### src/rtl/dw_pulse_sync_pkg.sv
// Shared constants for the toggle-encoded pulse crossing (sender and receiver).
package dw_pulse_sync_pkg;

    // ack_d behaviour selectors.
    localparam int ACK_ON_DETECT  = 0;
    localparam int ACK_ON_CONSUME = 1;

    // Legal parameter ranges for the crossing.
    localparam int F_SYNC_MAX    = 4;
    localparam int CNT_WIDTH_MAX = 8;

    // Warm-up counter must hold f_sync_type+1, i.e. up to F_SYNC_MAX+1.
    localparam int WARM_W = 3;

endpackage

### src/rtl/dw_sync_chain.sv
// N-flop level synchroniser with synchronous active-high clear; depth 0 is a wire.
module dw_sync_chain #(
    parameter int depth = 2
) (
    input  logic clk,
    input  logic clr,
    input  logic d,
    output logic q
);

    if (depth == 0) begin : g_wire
        assign q = d;
    end else begin : g_flops
        logic [depth-1:0] sync_q;
        logic [depth-1:0] sync_d;

        // Shift the incoming level one stage deeper each cycle.
        always_comb begin
            sync_d    = sync_q << 1;
            sync_d[0] = d;
        end

        // Chain registers; clear returns every stage to 0.
        always_ff @(posedge clk) begin
            if (clr) begin
                sync_q <= '0;
            end else begin
                sync_q <= sync_d;
            end
        end

        assign q = sync_q[depth-1];
    end

endmodule

### src/rtl/dw_pulse_recv_ack.sv
// Destination-side receiver of a toggle-encoded pulse crossing. Each level
// change of toggle_s becomes one event, buffered in a saturating counter and
// offered on a valid/ready interface; ack_d toggles back to pace the source.
//
// Handshake: event_d is valid, event_rdy_d is ready. An event is consumed on
// every rising clk_d edge where event_d & event_rdy_d; event_d never drops
// while a pending event is unconsumed.
module dw_pulse_recv_ack
    import dw_pulse_sync_pkg::*;
#(
    parameter int f_sync_type = 2,
    parameter int reg_event   = 1,
    parameter int cnt_width   = 2,
    parameter int ack_mode    = 0
) (
    input  logic                 clk_d,
    input  logic                 rst_d,
    input  logic                 toggle_s,
    input  logic                 event_rdy_d,
    output logic                 event_d,
    output logic                 ack_d,
    output logic [cnt_width-1:0] pending_d,
    output logic                 busy_d,
    output logic                 ovfl_d
);

    localparam logic [cnt_width-1:0] PEND_MAX  = '1;
    localparam logic [cnt_width-1:0] PEND_ONE  = cnt_width'(1);
    localparam logic [WARM_W-1:0]    WARM_INIT = WARM_W'(f_sync_type + 1);

    logic                 tog_sync;
    logic                 tog_prev_q, tog_prev_d;
    logic [WARM_W-1:0]    warm_q, warm_d;
    logic [cnt_width-1:0] pend_q, pend_d;
    logic                 ack_tog_q, ack_tog_d;
    logic                 ovfl_flag_q, ovfl_flag_d;

    logic warm_active;
    logic pend_nz;
    logic det;
    logic consume;
    logic event_valid;

    dw_sync_chain #(
        .depth (f_sync_type)
    ) u_sync (
        .clk (clk_d),
        .clr (rst_d),
        .d   (toggle_s),
        .q   (tog_sync)
    );

    // While warming up, tog_prev tracks the settling chain so a toggle_s
    // that was already high at reset release is not seen as an event.
    assign warm_active = (warm_q != '0);
    assign pend_nz     = (pend_q != '0);
    assign det         = (tog_sync ^ tog_prev_q) & ~warm_active;

    // Registered mode serves only buffered events; bypass mode also offers
    // the event in its detect cycle, so it can be taken without buffering.
    assign event_valid = (reg_event != 0) ? pend_nz : (det | pend_nz);
    assign consume     = event_valid & event_rdy_d;

    // Next-state: warm-up countdown, edge history, saturating count, ack.
    always_comb begin
        warm_d      = warm_q;
        tog_prev_d  = tog_sync;
        pend_d      = pend_q;
        ovfl_flag_d = ovfl_flag_q;
        ack_tog_d   = ack_tog_q;

        if (warm_active) begin
            warm_d = warm_q - WARM_W'(1);
        end

        // Simultaneous detect and consume cancel out.
        if (det && !consume) begin
            if (pend_q == PEND_MAX) begin
                ovfl_flag_d = 1'b1;
            end else begin
                pend_d = pend_q + PEND_ONE;
            end
        end else if (consume && !det) begin
            pend_d = pend_q - PEND_ONE;
        end

        if (ack_mode == ACK_ON_CONSUME) begin
            ack_tog_d = ack_tog_q ^ consume;
        end else begin
            ack_tog_d = ack_tog_q ^ det;
        end
    end

    // State registers; reset drops pending events without acknowledging them.
    always_ff @(posedge clk_d) begin
        if (rst_d) begin
            warm_q      <= WARM_INIT;
            tog_prev_q  <= 1'b0;
            pend_q      <= '0;
            ovfl_flag_q <= 1'b0;
            ack_tog_q   <= 1'b0;
        end else begin
            warm_q      <= warm_d;
            tog_prev_q  <= tog_prev_d;
            pend_q      <= pend_d;
            ovfl_flag_q <= ovfl_flag_d;
            ack_tog_q   <= ack_tog_d;
        end
    end

    assign event_d   = event_valid;
    assign ack_d     = ack_tog_q;
    assign pending_d = pend_q;
    assign busy_d    = pend_nz | warm_active;
    assign ovfl_d    = ovfl_flag_q;

endmodule

### config.mk
export PLATFORM = sky130hd
export DESIGN_NAME = dw_pulse_recv_ack
export DESIGN_NICKNAME = d
export VERILOG_FILES = /design/src/rtl/dw_pulse_sync_pkg.sv /design/src/rtl/dw_sync_chain.sv /design/src/rtl/dw_pulse_recv_ack.sv
export SDC_FILE = /design/constraint.sdc
export NUM_CORES = 1
export LEC_CHECK = 0
export ABC_AREA = 1
export BUFFER_PORTS_ARGS = -buffer_cell sky130_fd_sc_hd__buf_2
export CAP_MARGIN = 20
export CORE_AREA = 2 2 39 41
export CTS_BUF_LIST = sky130_fd_sc_hd__clkbuf_16
export CTS_CLUSTER_SIZE = 40
export DETAILED_ROUTE_END_ITERATION = 16
export DIE_AREA = 0 0 41 43
export PLACE_DENSITY = 0.53
export SLEW_MARGIN = 30
export SYNTH_ARGS = -nofsm -noshare
export SYNTH_HDL_FRONTEND = slang
export SYNTH_HIERARCHICAL = 1
export SYNTH_SLANG_ARGS = --single-unit
### constraint.sdc
create_clock -name clk_d -period 1.2 [get_ports clk_d]
set_clock_uncertainty 0.15 [all_clocks]
set_input_delay 0.06 -clock clk_d [delete_from_list [all_inputs] [get_ports clk_d]]
set_output_delay 0.06 -clock clk_d [all_outputs]
set_load 0.1 [all_outputs]
==> impl_summary.txt, run 1 <==
----------------------------------------------------
[Status]
  Outcome ... complete, but fails checks
  Violated checks ... negative setup slack

[CTS]
  Clock root buffer ... sky130_fd_sc_hd__clkbuf_16
  Clk sink count ... 10
  Clock buffer count from CTS ... 3
  # H-tree levels ... 1
  Post-CTS clock slew at the launch and capture registers of the worst setup and hold paths ... 0.04 ns
  Buffer levels on the longest clock path ... 2
  Clock tree from TritonCTS ... done
  Clock insertion delay at the later pin of the skew report ... 0.24 ns

[Setup path]
  Endpoint class of the critical path ... primary output
  Crit path largest cell delay ... 0.31 ns
  Worst EP arrival ... 1.15 ns
  Type of element launching the critical path ... register
  Highest net fanout along the worst path ... 2
  Slowest-stage cell, CP ... sky130_fd_sc_hd__dfxtp_2
  CP required ... 0.99 ns
  List of cells traversed by the critical path ... inv_2 > ha_4 > inv_4 > nor2_4 > nand3_4 > buf_12
  Path type of the worst setup path ... register to primary output

[Place]
  # port buffers ... 9
  GP Congestion ... 0.667
  Setup slack at placement ... -0.0993 ns
  DP Wirelength ... 630 um
  Post-placement cell area ... 674 um^2
  Cell total after placement ... 89

[Power and ir drop]
  Combinational group share of total power ... 21.2%
  Part of the total power dissipated in the clock network ... 48.0%
  Leak ... 0.387 nW
  Internal portion of total power ... 0.000910 W
  Net Sw Power ... 0.000311 W
  Sequential Power Share ... 30.9%
  Power density over the cells ... 1420 nW/um^2
  Peak supply drop ... 1.18 mV
  Fraction of power spent switching nets ... 25.4%

[Cells and area]
  Number of nets in the final layout ... 89
  P&R area growth vs syn ... 93.2%
  Antenna diode instance count ... 0
  Footprint of the multi-input gates ... 279 um^2
  Footprint of the flip-flops and latches ... 213 um^2
  Post-route cell area ... 858 um^2
  Share of cells above drive strength 1 ... 53.7%
  Post-Route Utilization ... 62.0%
  Final non-filler cell total ... 98
  Count of filler cells inserted in the layout ... 112

[Timing]
  Share of the clock period used by the worst path ... 113%
  Timing-limited maximum frequency ... 734 MHz
  Setup total negative slack ... -0.650 ns
  Final setup fails ... 7
  Count of final max-slew check failures ... 0
  Worst slew margin relative to its limit ... 82.8%
  Min cycle time layout ... 1.36 ns
  Setup repair after global routing missed its margin ... true
  Final hold violations ... 0
  PnR worst setup slack ... -0.162 ns
  Pin slew with the least headroom to its limit ... 0.255 ns

[GRT]
  Number of antenna violations at the first check in global routing ... 0
  Total global routing overflow ... 0
  Overall global routing resource usage ... 14.2%
  Vias in the first global route ... 419
  Met1 usage ... 18.0%
  First-pass GRT wire length ... 1.68 mm
  GR Layer Usage met2 ... 20.0%
  Met3 global-route usage ... 3.66%
  Maximum number of pins on one net before global-route repair ... 7
  Highest-utilization routing layer at the global route stage ... met2

[Routing]
  Number of remaining DRC errors ... 0
  Avg WL per Cell ... 10.0 um
  Routed vias ... 430
  Sum of routed wire length over all layers ... 984 um
  1st-iter DRT viols ... 8
  First-pass iteration count of the detailed router ... 4
  Via-per-instance ratio ... 4.39
  Antenna Nets Post-Route ... 0

[Yosys]
  Post-synthesis instance area ... 444 um^2
  Count of different cell masters after synthesis ... 16
  Synth warn ... 6
  Fraction of the yosys area taken by sequential cells ... 45.1%
  Number of synthesized register bits ... 10
  Share of synthesized flip-flops with an asynchronous set or reset ... 0%
  Biggest area consumer among synthesized cells ... sky130_fd_sc_hd__dfxtp_1
  Ys flop type ... sky130_fd_sc_hd__dfxtp_1
  Most instantiated library cell after synthesis ... sky130_fd_sc_hd__nand2_1
  Syn_nets ... 67
  Number of flops mapped to enable cells by yosys ... 0
  Commonest cells in the synthesized netlist ... sky130_fd_sc_hd__nand2_1, sky130_fd_sc_hd__dfxtp_1, sky130_fd_sc_hd__inv_1
  Top cells by area in the synthesized netlist ... sky130_fd_sc_hd__dfxtp_1, sky130_fd_sc_hd__nand2_1, sky130_fd_sc_hd__inv_1
  Mean post-synth cell area ... 7.28 um^2
  Synthesized netlist cell count ... 61
  Portion of synthesized cell area occupied by the leading cell type ... 45.1%

[Die]
  Initial Utilization ... 32.1%
  Total Die Area ... 1760 um^2
  Placement row count ... 14
  Core area ... 1380 um^2
  Overall die width ... 41 um
  Num ports ... 10
  Die Ht ... 43 um

[Run]
  Number of max-cap violations ... 0

[Hold path]
  Hold WC Path Type ... input pin to register

----------------------------------------------------
## power by group through the flow
stage               clock, W  combinational (W)  sequential, W
global placement           0           0.000204       0.000377
finish              0.000586           0.000258       0.000377
floorplan                  0           0.000123       0.000385
CTS                 0.000593           0.000223       0.000375
global route        0.000606           0.000282       0.000382
detailed placement         0           0.000211       0.000377
## metrics by stage
stage                     total power [W]  hold WS [ns]
after CTS                         0.00119        0.0195
after detailed placement         0.000588         0.123
after floorplan                  0.000508       -0.0283
after global placement           0.000581         0.114
after global routing              0.00127        0.0395
final                             0.00122        0.0188
## critical path: cells and delay by family, from the launching register on
family / cells / cell delay (ns)
AND/OR/NAND/NOR: 2 / 0.19
adder cells (fa/ha/maj): 1 / 0.14
flip-flops: 1 / 0.31
buffers and inverters: 3 / 0.27
## path summary, 6_finish.rpt
check	startpoint	end	slack, ns	cells past startpoint
setup / recovery	warm_q[1]$_SDFFE_PP1P_	busy_d	-0.16	6
hold / removal	event_rdy_d	pending_d[1]$_SDFFE_PP0P_	0.02	4
setup reg to reg	warm_q[1]$_SDFFE_PP1P_	ack_d$_SDFF_PP0_	-0.14	10
hold reg to reg	u_sync/g_flops.sync_q[0]$_SDFF_PP0_	u_sync/g_flops.sync_q[1]$_SDFF_PP0_	0.25	2
## registers in the layout, summed over array words and instances, names as in the netlist
register               flops
ack_d                      1
ovfl_d                     1
pending_d                  2
tog_prev_q                 1
u_sync/g_flops.sync_q      2
warm_q                     3
## layer usage
layer	part of all wire, %	vias up
li1	-	227
met1	42	189
met2	52	10
met3	3.9	4
met4	2.1	0
met5	0	-
## repair_timing
action	CTS	global route
hold buffers	2	0
endpoints found under the setup margin	8	9
pin swaps	1	4
buffers inserted	3	1
endpoints found under the hold margin	5	0
gates resized for setup	4	11
## layout by cell type (no fill, tap or decap), drive strengths merged
| cell | n |
|---|---|
| dlygate4sd3 | 2 |
| inv | 13 |
| dfxtp | 10 |
| o211ai | 1 |
| buf | 15 |
| nand2 | 14 |
| nand3 | 5 |
| ha | 2 |
| clkinvlp | 1 |
| nand4 | 1 |
| o21ai | 1 |
| nor3 | 1 |
| nor2 | 10 |
| a21oi | 2 |
| clkbuf | 3 |
| xnor2 | 1 |
## logic make-up after synthesis
| kind of cell | share of synthesized area [%] |
|---|---|
| AO/OA/AOI/OAI | 5.07 |
| XOR/XNOR | 1.97 |
| adder cells (fa/ha/maj) | 5.63 |
| buffers and inverters | 11.0 |
| flip-flops | 45.1 |
| AND/OR/NAND/NOR | 31.3 |
## final cells by class
type,instances,share of cell area (%)
Clock buffer,3,8.75
Clock inverter,1,0.437
Inverter,13,7.00
Multi-Input combinational cell,38,32.5
Sequential cell,10,24.8
Tap cell,16,2.33
Timing Repair Buffer,17,24.2
No activity file was read; power rests on OpenSTA's default activity.
==> run 2: changes to the inputs <==
--- a/constraint.sdc
+++ b/constraint.sdc
@@ -4,2 +4,2 @@
 set_output_delay 0.06 -clock clk_d [all_outputs]
-set_load 0.1 [all_outputs]
+set_load 0.005 [all_outputs]
==> run 2 against run 1 <==
Compared with the run above: the flow still finishes with violations (negative setup slack); utilization down 10 points; critical path depth unchanged; largest cell class unchanged; setup slack better by 0.048 ns; worst hold slack better by 0.0037 ns; clock power about the same; routed wire length down 6.6%; sequential share of layout area up 3.5 points; critical path type unchanged.
==> impl_summary.txt, run 2 (synthesized netlist as in run 1, its figures left out) <==
----------------------------------------------------
[Status]
  Outcome ... complete, but fails checks
  Violated checks ... negative setup slack

[Cells and area]
  Most common library cell in the layout ignoring fill and taps ... sky130_fd_sc_hd__nand2_1
  Post-Route Utilization ... 51.7%
  Footprint of the multi-input gates ... 246 um^2
  Footprint of the flip-flops and latches ... 203 um^2
  P&R area growth vs syn ... 61.1%
  Post-route cell area ... 716 um^2
  Antenna diode instance count ... 0
  Number of nets in the final layout ... 89
  Count of filler cells inserted in the layout ... 137
  Share of cells above drive strength 1 ... 43.9%
  Register ranked first by flip-flop count ... warm_q
  Flip-flop count of the largest register, all copies and words added ... 3
  Commonest cells after routing, fill and taps aside ... sky130_fd_sc_hd__nand2_1, sky130_fd_sc_hd__buf_2, sky130_fd_sc_hd__dfxtp_1
  Final non-filler cell total ... 98

[Timing]
  Count of final max-slew check failures ... 0
  Share of the clock period used by the worst path ... 110%
  Min cycle time layout ... 1.31 ns
  Worst slew margin relative to its limit ... 84.1%
  Final setup fails ... 7
  Final-layout worst hold slack ... 0.0225 ns
  PnR worst setup slack ... -0.114 ns
  Pin slew with the least headroom to its limit ... 0.239 ns
  Final hold violations ... 0
  Timing-limited maximum frequency ... 761 MHz
  Setup repair after global routing missed its margin ... true

[Setup path]
  Type of element launching the critical path ... register
  Worst EP arrival ... 1.10 ns
  Path type of the worst setup path ... register to primary output
  Worst path bufs/invs ... 3
  CP required ... 0.99 ns
  Slowest-stage cell, CP ... sky130_fd_sc_hd__dfxtp_2
  Crit path largest cell delay ... 0.31 ns
  Highest net fanout along the worst path ... 4
  Endpoint class of the critical path ... primary output
  Dominant delay contributor by cell family on the critical path ... flip-flops
  List of cells traversed by the critical path ... inv_2 > ha_4 > inv_4 > nor2_4 > nand3_1 > buf_2

[Place]
  Cell total after placement ... 89
  GP Congestion ... 0.795
  # port buffers ... 9
  DP Wirelength ... 592 um
  Post-placement cell area ... 544 um^2

[CTS]
  Clock insertion delay at the later pin of the skew report ... 0.24 ns
  Clock buffer count from CTS ... 3
  Buffer levels on the longest clock path ... 2
  Clk sink count ... 10
  Clock tree from TritonCTS ... done
  Post-CTS clock slew at the launch and capture registers of the worst setup and hold paths ... 0.04 ns
  Clock root buffer ... sky130_fd_sc_hd__clkbuf_16
  # H-tree levels ... 1

[GRT]
  Number of antenna violations at the first check in global routing ... 0
  GR Layer Usage met2 ... 19.7%
  First-pass GRT wire length ... 1.50 mm
  Highest-utilization routing layer at the global route stage ... met2
  Overall global routing resource usage ... 13.7%
  Total global routing overflow ... 0
  Met3 global-route usage ... 9.42%
  Vias in the first global route ... 370
  Maximum number of pins on one net before global-route repair ... 7
  Met1 usage ... 14.1%

[Power and ir drop]
  Peak supply drop ... 0.906 mV
  Leak ... 0.346 nW
  Power density over the cells ... 1620 nW/um^2
  Total Power ... 0.00116 W

[Routing]
  Antenna Nets Post-Route ... 0
  Avg WL per Cell ... 9.38 um
  Number of remaining DRC errors ... 0
  Routed vias ... 432
  Via-per-instance ratio ... 4.41
  1st-iter DRT viols ... 8
  Sum of routed wire length over all layers ... 919 um
  First-pass iteration count of the detailed router ... 4

[Die]
  Placement row count ... 14
  Initial Utilization ... 32.1%
  Die Ht ... 43 um
  Core area ... 1380 um^2
  Total Die Area ... 1760 um^2
  Overall die width ... 41 um
  Num ports ... 10

[Run]
  Number of max-cap violations ... 0

[Hold path]
  Hold WC Path Type ... input pin to register

----------------------------------------------------
run 2: cell types whose count changed in the layout (fill, tap and decap cells not counted), moves of 2 or more:
cell,change
sky130_fd_sc_hd__dfxtp_4,-2
sky130_fd_sc_hd__buf_2,+6
sky130_fd_sc_hd__nor2_2,+2
sky130_fd_sc_hd__nand3_1,+3
sky130_fd_sc_hd__dfxtp_2,-2
sky130_fd_sc_hd__nand3_2,-2
sky130_fd_sc_hd__buf_12,-6
sky130_fd_sc_hd__dfxtp_1,+4
run 2: timing repair:
item                       4_1_cts  5_1_grt
pin swaps                        3        2
hold buffers                     2        0
setup endpoints to repair        3        8
hold endpoints to repair         5        0
setup buffers                    4        1
gates resized for setup          7        7
run 2: worst reg2reg max path: cells and delay by family, from the launching register on:
| kind | cells | cell delay, ns |
|---|---|---|
| buffers and inverters | 4 | 0.31 |
| adder cells (fa/ha/maj) | 1 | 0.14 |
| flip-flops | 1 | 0.31 |
| AND/OR/NAND/NOR | 5 | 0.30 |
run 2: worst paths after layout:
path | slack, ns | cells after the start | from | to
setup / recovery | -0.11 | 6 | warm_q[0]$_SDFFE_PP1P_ | busy_d
hold reg to reg | 0.25 | 2 | u_sync/g_flops.sync_q[0]$_SDFF_PP0_ | u_sync/g_flops.sync_q[1]$_SDFF_PP0_
setup reg to reg | -0.10 | 10 | warm_q[0]$_SDFFE_PP1P_ | ack_d$_SDFF_PP0_
hold / removal | 0.02 | 4 | event_rdy_d | pending_d[1]$_SDFFE_PP0P_
run 2: metrics by stage:
step / TNS (ns) / worst slack (ns)
final: -0.507 / -0.114
after global routing: -1.02 / -0.196
after CTS: -0.428 / -0.103
after detailed placement: -0.0502 / -0.0278
after global placement: -0.0287 / -0.0212
after floorplan: -0.00736 / -0.00736
run 2: cell type report:
cell class | count | area share [%]
Multi-Input combinational cell | 38 | 34.4
Clock buffer | 3 | 10.5
Tap cell | 16 | 2.80
Clock inverter | 1 | 0.524
Timing Repair Buffer | 17 | 15.9
Sequential cell | 10 | 28.3
Inverter | 13 | 7.52
run 2: layer usage:
layer	share of wire [%]	vias to the layer above
met5	0	-
met4	1.5	0
met3	6.4	2
met2	50	8
met1	41	194
li1	-	228
run 2: report_power, final:
group / internal, W / leakage [nW] / switching, W
sequential: 0.000361 / 0.0813 / 0.0000201
clock: 0.000436 / 0.0385 / 0.000151
combinational: 0.000102 / 0.226 / 0.0000899
==> run 3: changes to the inputs <==
ABC_AREA = default   (was 1)
ABC_CLOCK_PERIOD_IN_PS = 1200   (was default)
PLACE_DENSITY = 0.55   (was 0.53)
SETUP_SLACK_MARGIN = 0.1   (was default)
==> run 3 against run 2 <==
Compared with the run above: the run still ends with negative setup slack left; critical path depth fell by 1; worst hold slack improved by 0.070 ns; power rose by 4.7%; non-clock buffer count rose by 6; final area rose by 13%; first-iteration DRC count fell by 100%; routed wire length rose by 0.11%; sequential power fell by 1%; clock power barely moved; area after synthesis rose by 5.4%.
==> impl_summary.txt, run 3 <==
----------------------------------------------------
[Routing]
  Routed vias ... 400
  1st-iter DRT viols ... 0
  Antenna Nets Post-Route ... 0
  Avg WL per Cell ... 10.3 um
  Sum of routed wire length over all layers ... 920 um
  First-pass iteration count of the detailed router ... 1
  Number of remaining DRC errors ... 0
  Via-per-instance ratio ... 4.49

[CTS]
  Clock insertion delay at the later pin of the skew report ... 0.23 ns
  Clock buffer count from CTS ... 3
  Post-CTS clock slew at the launch and capture registers of the worst setup and hold paths ... 0.04 ns
  Buffer levels on the longest clock path ... 2
  # H-tree levels ... 1
  Clk sink count ... 10
  Clock root buffer ... sky130_fd_sc_hd__clkbuf_16
  Clock tree from TritonCTS ... done

[Place]
  DP Wirelength ... 593 um
  # port buffers ... 9
  Setup slack at placement ... -0.167 ns
  GP Congestion ... 0.683
  Cell total after placement ... 78

[Hold path]
  Hold WC Path Type ... input pin to register
  Cell depth of the worst min-delay path ... 4

[Setup path]
  Type of element launching the critical path ... register
  Reg-to-reg setup timing slack ... -0.18 ns
  CP required ... 0.99 ns
  Path type of the worst setup path ... register to primary output
  Endpoint class of the critical path ... primary output
  Highest net fanout along the worst path ... 6
  Cell depth of the worst flop-to-flop path ... 7
  Worst EP arrival ... 1.18 ns

[Power and ir drop]
  Leak ... 0.354 nW
  Power density over the cells ... 1500 nW/um^2
  Total Power ... 0.00121 W
  Peak supply drop ... 0.934 mV

[Yosys]
  Synthesized netlist cell count ... 47
  Mean post-synth cell area ... 9.96 um^2
  Count of different cell masters after synthesis ... 22
  Commonest cells in the synthesized netlist ... sky130_fd_sc_hd__dfxtp_1, sky130_fd_sc_hd__nor2_1, sky130_fd_sc_hd__inv_1, sky130_fd_sc_hd__nor2b_1
  Fraction of the yosys area taken by sequential cells ... 42.8%
  Ys flop type ... sky130_fd_sc_hd__dfxtp_1
  Share of synthesized flip-flops with an asynchronous set or reset ... 0%
  Number of synthesized register bits ... 10
  Biggest area consumer among synthesized cells ... sky130_fd_sc_hd__dfxtp_1
  Syn_nets ... 53
  Post-synthesis instance area ... 468 um^2
  Top cells by area in the synthesized netlist ... sky130_fd_sc_hd__dfxtp_1, sky130_fd_sc_hd__ha_1, sky130_fd_sc_hd__nor2_1
  Number of flops mapped to enable cells by yosys ... 0
  Most instantiated library cell after synthesis ... sky130_fd_sc_hd__dfxtp_1
  Synth warn ... 6
  Portion of synthesized cell area occupied by the leading cell type ... 42.8%

[Die]
  Overall die width ... 41 um
  Initial Utilization ... 33.8%
  Total Die Area ... 1760 um^2
  Die Ht ... 43 um
  Placement row count ... 14
  Num ports ... 10
  Core area ... 1380 um^2

[Timing]
  Count of final max-slew check failures ... 0
  Final setup fails ... 7
  Final hold violations ... 0
  Setup repair after global routing missed its margin ... true
  Pin slew with the least headroom to its limit ... 0.212 ns
  Worst slew margin relative to its limit ... 85.8%
  PnR worst setup slack ... -0.195 ns
  Timing-limited maximum frequency ... 717 MHz
  Share of the clock period used by the worst path ... 116%
  Min cycle time layout ... 1.39 ns

[Cells and area]
  Number of nets in the final layout ... 80
  Flip-flop count of the largest register, all copies and words added ... 3
  P&R area growth vs syn ... 73.5%
  Share of cells above drive strength 1 ... 60.3%
  Count of filler cells inserted in the layout ... 121
  Post-Route Utilization ... 58.7%
  Register ranked first by flip-flop count ... warm_q
  Final non-filler cell total ... 89
  Footprint of the multi-input gates ... 322 um^2
  Footprint of the flip-flops and latches ... 205 um^2
  Commonest cells after routing, fill and taps aside ... sky130_fd_sc_hd__buf_4, sky130_fd_sc_hd__buf_2, sky130_fd_sc_hd__dfxtp_1
  Antenna diode instance count ... 0
  Most common library cell in the layout ignoring fill and taps ... sky130_fd_sc_hd__buf_4

[GRT]
  First-pass GRT wire length ... 1.57 mm
  Total global routing overflow ... 0
  Overall global routing resource usage ... 14.4%
  Number of antenna violations at the first check in global routing ... 0
  Maximum number of pins on one net before global-route repair ... 11
  Vias in the first global route ... 401

[Run]
  Number of max-cap violations ... 0

[Status]
  Outcome ... complete, but fails checks
  Violated checks ... negative setup slack

----------------------------------------------------
run 3: cell count changes after synthesis, sizes merged, moves of 3 or more:
cell	previous run	this run
nand2	14	2
nand2b	0	3
nand3	5	0
inv	13	3
or2	0	3
nor2	10	6
nor2b	0	3
run 3: critical path, stage by stage (launching register included):
cell	delay (ns)
sky130_fd_sc_hd__dfxtp_2	0.31
sky130_fd_sc_hd__inv_2	0.07
sky130_fd_sc_hd__ha_4	0.14
sky130_fd_sc_hd__nand2b_4	0.08
sky130_fd_sc_hd__or2_4	0.23
sky130_fd_sc_hd__buf_6	0.11
run 3: layout make-up:
type	instances	area share, %
Clock buffer	3	9.24
Clock inverter	1	0.462
Inverter	3	1.39
Multi-Input combinational cell	33	39.6
Sequential cell	10	25.3
Tap cell	16	2.47
Timing Repair Buffer	23	21.6
run 3: path summary, 6_finish.rpt:
check                                      start                                   to
max                       warm_q[1]$_SDFFE_PP1P_                               busy_d
min                                  event_rdy_d            pending_d[1]$_SDFFE_PP0P_
max reg2reg               warm_q[1]$_SDFFE_PP1P_            pending_d[0]$_SDFFE_PP0P_
min reg2reg  u_sync/g_flops.sync_q[0]$_SDFF_PP0_  u_sync/g_flops.sync_q[1]$_SDFF_PP0_
run 3: where the power goes:
group / internal [W] / total [W] / switching (W)
sequential: 0.000362 / 0.000377 / 0.0000148
clock: 0.000437 / 0.000590 / 0.000153
combinational: 0.000143 / 0.000248 / 0.000105
run 3: routing by layer:
layer / vias to the layer above / GRT usage (%) / wire length [um]
met3: 4 / 9.42 / 39
met2: 8 / 17.8 / 425
met4: 0 / 10.0 / 23
li1: 208 / - / -
met5: - / 0 / 0
met1: 180 / 17.1 / 431
run 3: cells by family (layout without fill, tap and decap cells):
kind of cell,after synthesis,after routing,share of synthesized area [%]
and+or+nand+nor,18,18,22.7
DFF,10,10,42.8
AOI/OAI and AO/OA,8,8,12.8
buffers and inverters,4,30,4.81
xor gates and xnor gates,3,3,7.22
adders and majority gates,2,2,5.35
muxes,2,2,4.28
run 3: what timing repair did:
| item | in CTS | in global routing |
|---|---|---|
| cloned | 0 | 0 |
| setup endpoints to repair | 9 | 9 |
| resized for setup | 12 | 6 |
| endpoints found under the hold margin | 7 | 0 |
| pin swaps | 5 | 4 |
| hold buffers | 2 | 0 |
| setup buffers | 4 | 2 |
run 3: metrics by stage:
stage / instance area, um^2 / hold slack (ns) / TNS (ns)
after global placement: 596 / 0.130 / -0.368
after global routing: 812 / 0.115 / -1.12
final: 812 / 0.0923 / -0.637
after floorplan: 489 / -0.0283 / -0.351
after detailed placement: 596 / 0.133 / -0.425
after CTS: 763 / 0.0942 / -0.718
